==> src/rtl/pipe_stage_skid.sv <==
// ---------------------------------------------------------------------------
// pipe_stage_skid
//   Decode/execute pipeline boundary with a valid/ready handshake and a
//   2-entry skid buffer. in_ready comes straight from the state register, so
//   there is no combinational path from out_ready back to in_ready. The stage
//   still sustains one beat per cycle.
//
//   Beyond the register boundary the stage provides:
//     - a synchronous flush that kills both buffered entries,
//     - a registered delay-slot flag that is fed back to decode,
//     - a saturating counter of downstream stall cycles for performance debug.
//
// Ports
//   clk          clock; all state changes on the rising edge
//   rst          synchronous active-high reset; overrides flush and handshake
//   flush        synchronous kill of all buffered entries
//   in_valid     upstream beat valid
//   in_ready     stage can accept a beat (registered state only)
//   in_data      upstream payload (opaque, passed through untouched)
//   in_ds_next   next instruction is in a delay slot
//   out_valid    head entry valid
//   out_ready    downstream accepts the head
//   out_data     head payload; NOP_VALUE whenever out_valid is 0
//   ds_o         registered delay-slot flag
//   occupancy    number of entries held (0..2)
//   stall_cnt    cycles with out_valid=1 and out_ready=0, saturating
//
// State table
//   state | meaning
//   EMPTY | no entry held; main holds NOP_VALUE
//   ONE   | head entry in main; skid unused
//   TWO   | head in main, younger entry in skid; upstream is held off
// ---------------------------------------------------------------------------
module pipe_stage_skid #(
    parameter int                   PAYLOAD_W = 120,
    parameter logic [PAYLOAD_W-1:0] NOP_VALUE = {PAYLOAD_W{1'b0}},
    parameter int                   CNT_W     = 16
) (
    input  logic                 clk,
    input  logic                 rst,
    input  logic                 flush,
    input  logic                 in_valid,
    output logic                 in_ready,
    input  logic [PAYLOAD_W-1:0] in_data,
    input  logic                 in_ds_next,
    output logic                 out_valid,
    input  logic                 out_ready,
    output logic [PAYLOAD_W-1:0] out_data,
    output logic                 ds_o,
    output logic [1:0]           occupancy,
    output logic [CNT_W-1:0]     stall_cnt
);

    typedef enum logic [1:0] {
        EMPTY = 2'd0,
        ONE   = 2'd1,
        TWO   = 2'd2
    } state_t;

    state_t               state_q, state_d;
    logic [PAYLOAD_W-1:0] main_q, main_d;
    logic [PAYLOAD_W-1:0] skid_q, skid_d;
    logic                 ds_q, ds_d;
    logic [CNT_W-1:0]     stall_q;

    logic in_fire;
    logic out_fire;

    assign in_ready  = (state_q != TWO);
    assign out_valid = (state_q != EMPTY);
    assign in_fire   = in_valid & in_ready;
    assign out_fire  = out_valid & out_ready;

    // main is reloaded with NOP_VALUE on every path into EMPTY, so the
    // head register can drive out_data directly without a mux.
    assign out_data  = main_q;
    assign occupancy = state_q;
    assign ds_o      = ds_q;
    assign stall_cnt = stall_q;

    always_ff @(posedge clk) begin
        if (rst) begin
            state_q <= EMPTY;
            main_q  <= NOP_VALUE;
            skid_q  <= NOP_VALUE;
            ds_q    <= 1'b0;
        end else begin
            state_q <= state_d;
            main_q  <= main_d;
            skid_q  <= skid_d;
            ds_q    <= ds_d;
        end
    end

    always_comb begin
        state_d = state_q;
        main_d  = main_q;
        skid_d  = skid_q;
        ds_d    = ds_q;

        if (flush) begin
            // Beats firing in the same cycle are dropped along with the
            // buffered ones.
            state_d = EMPTY;
            main_d  = NOP_VALUE;
            skid_d  = NOP_VALUE;
            ds_d    = 1'b0;
        end else begin
            if (in_fire) begin
                ds_d = in_ds_next;
            end

            case (state_q)
                EMPTY: begin
                    if (in_fire) begin
                        state_d = ONE;
                        main_d  = in_data;
                    end
                end
                ONE: begin
                    if (in_fire && out_fire) begin
                        main_d = in_data;
                    end else if (in_fire) begin
                        state_d = TWO;
                        skid_d  = in_data;
                    end else if (out_fire) begin
                        state_d = EMPTY;
                        main_d  = NOP_VALUE;
                    end
                end
                TWO: begin
                    // in_ready is low here, so only the drain side can move.
                    if (out_fire) begin
                        state_d = ONE;
                        main_d  = skid_q;
                        skid_d  = NOP_VALUE;
                    end
                end
                default: begin
                    state_d = EMPTY;
                    main_d  = NOP_VALUE;
                    skid_d  = NOP_VALUE;
                    ds_d    = 1'b0;
                end
            endcase
        end
    end

    // The stall counter is cleared only by reset. A flush cycle still counts
    // when the head is stalled.
    always_ff @(posedge clk) begin
        if (rst) begin
            stall_q <= '0;
        end else if (out_valid && !out_ready && (stall_q != {CNT_W{1'b1}})) begin
            stall_q <= stall_q + 1'b1;
        end
    end

endmodule
==> config.mk <==
export PLATFORM = sky130hd
export DESIGN_NAME = pipe_stage_skid
export DESIGN_NICKNAME = d
export VERILOG_FILES = /design/src/rtl/pipe_stage_skid.sv
export SDC_FILE = /design/constraint.sdc
export NUM_CORES = 1
export LEC_CHECK = 0
export BUFFER_PORTS_ARGS = -buffer_cell sky130_fd_sc_hd__buf_2
export CORE_ASPECT_RATIO = 1.25
export CORE_MARGIN = 5
export CORE_UTILIZATION = 45
export CTS_BUF_LIST = sky130_fd_sc_hd__clkbuf_4 sky130_fd_sc_hd__clkbuf_8 sky130_fd_sc_hd__clkbuf_16
export CTS_CLUSTER_SIZE = 25
export DETAILED_ROUTE_END_ITERATION = 10
export PLACE_DENSITY_LB_ADDON = 0.2
export SLEW_MARGIN = 10
export SYNTH_ARGS = -nofsm -noshare
export SYNTH_HDL_FRONTEND = slang
export SYNTH_SLANG_ARGS = --single-unit
==> constraint.sdc <==
create_clock -name clk -period 1.6 [get_ports clk]
set_input_delay 0.16 -clock clk [delete_from_list [all_inputs] [get_ports clk]]
set_output_delay 0.16 -clock clk [all_outputs]
set_load 0.02 [all_outputs]
==> reports/summary.log, run 1 <==
qor: finish.final_design_area_no_fill 16700 um^2
qor: routing.drt_drc_violations_left 0
qor: synthesis.synthesis.nets 1536
qor: placed_design.dp_worst_setup_slack -0.0117 ns
qor: synthesis.synth_cell_types 46
qor: synthesis.synth.ff_latch_count 259
qor: setup_path.worstSetupPathType register to output pin
qor: setup_path.cp_num_buf_inv 3
qor: floorplan.die_x 156 um
qor: pwr.ir_worst_vdd 0.773 mV
qor: floorplan.design.die.area 30100 um^2
qor: clock_network.cts_inserted_buffers 26
qor: timing.finalHoldViolations 0
qor: timing.report.final.setup_viol 3
qor: timing.grt_setup_unrepaired true
qor: clock_network.cts-root-buf clkbuf_16
qor: setup_path.slowest_cell_on_crit_path dfxtp_4
qor: clock_network.total_number_of_h_tree_levels 1
qor: pwr.finalPower 15.2 mW
qor: grt.grt_use_total 22.9%
qor: synthesis.synth_largest_area_cell dfxtp_1
qor: floorplan.initial_core_util 45.3%
qor: timing.finalWorstPathRequiredPeriod 1.66 ns
qor: finish.drive_gt1_share 26.4%
qor: floorplan.chipHeight 193 um
qor: routing.drt-vias-per-instance 5.25
qor: grt.global_route_wire_length_before_repair 57000 um
qor: setup_path.path_delay_family buffers and inverters
qor: routing.drtAntennaViolNets 0
qor: grt.initial_antenna_violation_count 2
qor: routing.drt-wirelength-per-cell 17.8 um
qor: setup_path.crit_end_element output pin
qor: synthesis.dominantRegCellSynth dfxtp_1
qor: timing.timing.slew.headroom 69.8%
qor: synthesis.synth.yosys.warnings 0
qor: clock_network.clock-sinks 259
qor: pwr.power.density 907 nW/um^2
qor: timing.holdWs 0.0115 ns
qor: finish.syn_to_final_growth 39.0%
qor: grt.number_of_global_route_vias_before_repair 10888
qor: timing.final.setup.tns -0.0963 ns
qor: floorplan.core_area 26600 um^2
qor: job.drv_cap 0
qor: hold_path.timing.hold.worst.class input pin to register
qor: clock_network.cts_tree done
qor: timing.report.final.slew_viol_count 0
qor: setup_path.worstPathRequired 1.44 ns
qor: finish.final_nets 1898
qor: synthesis.part_of_the_yosys_area_used_for_sequential_elements 43.1%
qor: synthesis.synth_top_cells_by_area dfxtp_1, and2_1, mux2i_1
qor: floorplan.ioPinCount 267
qor: pwr.p_leak 6.79 nW
qor: routing.routed_wirelength 38100 um
qor: placed_design.placement.cell_area 14100 um^2
qor: synthesis.synth_enable_flop_cells 0
qor: timing.skew 0.00849 ns
qor: timing.fmaxAchievable 604 MHz
qor: clock_network.cts.clk_slew.worst_paths 0.06 ns
qor: routing.dr.pass1.iters 5
qor: timing.worst_slack -0.0559 ns
qor: timing.min_period_over_period 103%
qor: clock_network.clock_tree.buffer_depth 3
qor: clock_network.clk_latency 0.53 ns
qor: setup_path.worst_path_fanout_max 5
qor: setup_path.critical_path.max_stage_delay 0.35 ns
qor: placed_design.portBuffers 266
qor: routing.vias 11225
qor: timing.worst_slew_pin_slew 0.452 ns
qor: floorplan.floorplan.rows 67
qor: setup_path.timing.critical_path.from_type register
qor: grt.grt_max_degree 86
qor: run_status.outcome finished, violations left
qor: run_status.failed_checks setup timing
qor: synthesis.post_synth_instance_area 12000 um^2
qor: setup_path.crit_chain buf_12 -> buf_16 -> or2_4 -> buf_6
qor: synthesis.synthDominantCellAreaShare 43.1%
qor: synthesis.synthesis.instances 1409
qor: finish.fill_cells 2308
qor: synthesis.syn_avg_cell_area 8.54 um^2
qor: grt.globalRouteOverflowTotal 0
qor: placed_design.gpl.final_weighted_congestion 0.808
qor: setup_path.worst_ep_arrival_time 1.50 ns
qor: placed_design.dpl.hpwl 22100 um
qor: synthesis.synth_async_sr_flop_share 0%
qor: routing.detailedRoute.firstIterationViolations 641
[cell families (layout without fill, tap and decap cells)]
group,count (synthesis),count (layout),share of synthesized area (%)
and+or+nand+nor,634,634,29.2
DFF,259,259,43.1
AOI/OAI and AO/OA,258,258,11.8
adders and majority gates,1,1,0.104
other,0,2,0
buffers and inverters,124,505,4.60
muxes,133,133,11.1
[per-stage QoR]
stage / utilization, % / instances
3_5_place_dp: 53.1 / 1959
5_1_grt: 62.9 / 2136
3_3_place_gp: 53.1 / 1959
4_1_cts: 61.2 / 2117
2_1_floorplan: - / 1409
6_report: 63.0 / 2137
[sequential cells by signal, summed over array words and instances, names as in the netlist]
signal	cells
skid_q	120
occupancy	2
out_data	120
ds_o	1
stall_cnt	16
[cells in the mapped netlist, types with 3 or more instances]
master and count:
a21oi_1 119, a222oi_1 14, and2_1 226, buf_1 5
buf_2 29, buf_4 11, clkbuf_1 74, dfxtp_1 259
mux2_2 8, mux2i_1 125, nand2_1 110, nand3_1 6
nand4_1 5, nor2_1 146, nor2b_1 10, nor3_1 3
nor3b_1 106, o21ai_0 107, o21ai_1 4, o31ai_1 4
or4_1 3
[worst reg2reg max path: stages, from the launching register on]
cell and delay [ns]:
dfxtp_4 0.35, buf_12 0.13, buf_4 0.14, and3b_2 0.21
o21bai_4 0.23, clkbuf_16 0.23, o21ai_0 0.12, a21oi_1 0.09
[layout make-up]
type                    count  area [um^2]  share of cell area, %
multi-input cells        1026         6480                   38.8
flip-flops and latches    259         5200                   31.1
repair buffers            456         3690                   22.0
clock buffers              38          815                   4.87
well taps                 345          432                   2.58
clock inverters             9         97.6                  0.583
inverters                   2         10.0                 0.0598
diodes                      2         5.00                 0.0299
[routing by layer]
metal | GRT usage, % | routed length (um) | vias up
met5 | 0 | 7 | -
met4 | 7.85 | 1150 | 2
met3 | 3.36 | 2270 | 77
met2 | 39.1 | 18100 | 344
met1 | 29.6 | 16600 | 5317
li1 | - | - | 5485
[cell usage in the layout (no fill, tap or decap), types with 3 or more instances in the layout]
cell type and count:
clkbuf_8 9, nand4_1 5, a21oi_1 114, nand3_2 3, o21ai_2 14, dlygate4sd3_1 98, buf_16 3, nand3_1 3
bufbuf_16 3, dfxtp_2 6, nor3b_1 106, nor3_1 3, mux2_2 7, buf_4 42, o21ai_0 48, nor2b_1 8
a222oi_1 14, buf_2 263, a21oi_2 5, dfxtp_1 251, nor2_1 146, nand2_1 110, clkinv_2 6, o21ai_1 49
clkbuf_16 35, mux2i_1 124, and2_1 226, buf_12 29, o31ai_1 4, buf_6 10
[what timing repair did]
item	4_1_cts	5_1_grt
hold buffers	98	0
buffers inserted	9	6
endpoints found under the hold margin	106	0
resized for setup	19	94
pin swaps	2	14
endpoints found under the setup margin	6	189
gates cloned	4	12
[final timing paths]
| kind | endpoint | from | slack [ns] | cells past startpoint |
|---|---|---|---|---|
| hold / removal | skid_q[100] | in_data[100] | 0.01 | 4 |
| setup reg to reg | out_data[3] | occupancy[1] | -0.01 | 7 |
| hold reg to reg | out_data[62] | out_data[62] | 0.45 | 2 |
| setup / recovery | out_valid | occupancy[1] | -0.06 | 4 |
[power by group]
| part | switching (mW) | total, mW | internal [mW] |
|---|---|---|---|
| logic | 1.09 | 2.07 | 0.980 |
| registers | 0.0706 | 6.64 | 6.57 |
| clock network | 2.63 | 6.46 | 3.84 |
| total | 3.79 | 15.2 | 11.4 |
No activity file was read; power rests on OpenSTA's default activity.
==> run 2: changes to the inputs <==
--- a/config.mk
+++ b/config.mk
@@ -13,6 +13,7 @@
 export CTS_CLUSTER_SIZE = 25
 export DETAILED_ROUTE_END_ITERATION = 10
 export PLACE_DENSITY_LB_ADDON = 0.2
+export REMOVE_ABC_BUFFERS = 1
 export SLEW_MARGIN = 10
 export SYNTH_ARGS = -nofsm -noshare
 export SYNTH_HDL_FRONTEND = slang
==> run 2 against run 1 <==
The flow still finishes with violations (setup timing). Sequential share of layout area down 1.9 points. Fmax up 0.34%. Die area unchanged. Core utilization up 4.1 points. Register-to-register slack worse by 0.04 ns. Critical endpoint is now out_data[82]. Critical path depth up 4. Sequential power about the same. Count of clock-buffer cells in the layout up 2.
==> reports/summary.log, run 2 (synthesis gave the netlist of run 1 again) <==
qor: run_status.outcome finished, violations left
qor: run_status.failed_checks setup timing
qor: timing.timing.slew.headroom 44.6%
qor: clock_network.cts.clk_slew.worst_paths 0.06 ns
qor: setup_path.timing.reg2reg.worst_path_depth 8
qor: timing.report.final.setup_viol 46
qor: floorplan.ioPinCount 267
qor: timing.report.final.slew_viol_count 0
qor: routing.drt_drc_violations_left 0
qor: placed_design.dpl.hpwl 21100 um
qor: grt.initial_antenna_violation_count 0
qor: finish.postLayoutCoreUtil 67.1%
qor: timing.fmaxAchievable 606 MHz
qor: placed_design.gpl.final_weighted_congestion 0.791
qor: placed_design.portBuffers 266
qor: setup_path.worstPathRequired 2.05 ns
qor: grt.number_of_global_route_vias_before_repair 10940
qor: hold_path.holdPathStages 4
qor: finish.syn_to_final_growth 48.1%
qor: timing.skew 0.0288 ns
qor: hold_path.timing.hold.worst.class input pin to register
qor: timing.worst_slack -0.0503 ns
qor: setup_path.r2r_setup_slack -0.05 ns
qor: clock_network.clock_tree.buffer_depth 3
qor: floorplan.design.die.area 30100 um^2
qor: floorplan.core_area 26600 um^2
qor: routing.dr.pass1.iters 6
qor: routing.drtAntennaViolNets 0
qor: grt.globalRouteOverflowTotal 0
qor: timing.finalHoldViolations 0
qor: finish.final_nets 1931
qor: routing.drt-vias-per-instance 5.41
qor: setup_path.startpoint occupancy[0]
qor: floorplan.initial_core_util 45.3%
qor: job.drv_cap 0
qor: grt.grt_max_degree 92
qor: finish.layout.cells.most_common buf_2
qor: routing.drt-wirelength-per-cell 19.3 um
qor: routing.detailedRoute.firstIterationViolations 704
qor: clock_network.cts_inserted_buffers 27
qor: setup_path.worst_path_fanout_max 16
qor: setup_path.worstSetupPathType register to register
qor: floorplan.chipHeight 193 um
qor: setup_path.timing.critical_path.from_type register
qor: setup_path.worst_ep_arrival_time 2.10 ns
qor: timing.grt_setup_unrepaired true
qor: setup_path.timing.critical_path.to out_data[82]
qor: timing.worst_slew_pin_slew 0.831 ns
qor: timing.min_period_over_period 103%
qor: finish.antenna_cells 0
qor: routing.vias 11722
qor: clock_network.cts_tree done
qor: grt.global_route_wire_length_before_repair 56500 um
qor: setup_path.rr_endpoint out_data[82]
qor: pwr.p_leak 7.27 nW
qor: timing.final.setup.tns -0.758 ns
qor: clock_network.clock-sinks 259
qor: pwr.power.density 871 nW/um^2
qor: finish.drive_gt1_share 34.4%
qor: grt.grt_use_total 22.5%
qor: setup_path.crit_end_element register
qor: floorplan.floorplan.rows 67
qor: clock_network.cts-root-buf clkbuf_16
qor: setup_path.regToRegStartpoint occupancy[0]
qor: floorplan.die_x 156 um
qor: finish.highest_count_cells_in_the_layout_ignoring_fill_and_taps buf_2, dfxtp_1, and2_1, nor2_1, mux2i_1
qor: pwr.ir_worst_vdd 0.680 mV
qor: clock_network.total_number_of_h_tree_levels 1
qor: timing.finalWorstPathRequiredPeriod 1.65 ns
qor: clock_network.clk_latency 0.54 ns
qor: routing.routed_wirelength 41800 um
==> run 2: report_power, final <==
part | internal, mW | switching (mW)
sequential | 6.57 | 0.0747
combinational | 1.23 | 1.34
clock | 3.68 | 2.63
total | 11.5 | 4.04
==> run 2: how the worst min path moves through the flow <==
stage | endpoint | slack (ns) | startpoint
floorplan | stall_cnt[11] | 0.23 | rst
global placement | out_data[77] | 0.42 | in_data[77]
detailed placement | out_data[77] | 0.44 | in_data[77]
CTS | skid_q[32] | 0.0002 | in_data[32]
global route | skid_q[69] | 0.006 | in_data[69]
finish | skid_q[108] | 0.01 | in_data[108]
==> run 2: what timing repair did <==
| action | in CTS | in global routing |
|---|---|---|
| endpoints found under the hold margin | 114 | 0 |
| cloned | 3 | 29 |
| buffers inserted | 6 | 13 |
| pin swaps | 1 | 80 |
| hold buffers | 101 | 0 |
| resized for setup | 85 | 250 |
| setup endpoints to repair | 113 | 184 |
==> run 2: worst max-delay path: stages (launching register included) <==
cell	delay [ns]
dfxtp_4	0.35
buf_6	0.12
buf_6	0.11
a21boi_4	0.13
buf_12	0.16
buf_12	0.16
nor3b_1	0.29
o21ai_2	0.11
a21oi_1	0.14
==> run 2: routing by layer <==
layer  part of all wire (%)  vias to the layer above  global-route usage, %
met1                     42                     5639                   29.2
met2                     48                      433                   38.4
met5                      0                        -                      0
met4                    3.2                        0                   7.78
li1                       -                     5558                      -
met3                    6.7                       92                   3.23
==> run 2: cell type report <==
cell class | instances | area [um^2]
Clock inverter | 8 | 68.8
Tap cell | 345 | 432
Clock buffer | 40 | 817
Multi-Input combinational cell | 1026 | 7160
Inverter | 2 | 10.0
Sequential cell | 259 | 5190
Fill cell | 2081 | 8750
Timing Repair Buffer | 488 | 4140
==> run 2: through the flow <==
stage               power (mW)  setup WS (ns)  cell area (um^2)  hold WS, ns  cells
floorplan                 7.69          -3.91             11500        0.229   1287
global placement          8.40         -0.104             14100        0.423   1970
detailed placement        8.41         -0.139             14100        0.437   1970
CTS                       15.0        -0.0811             16200     0.000215   2128
global route              16.1         -0.156             17800      0.00608   2168
finish                    15.5        -0.0503             17800       0.0113   2168
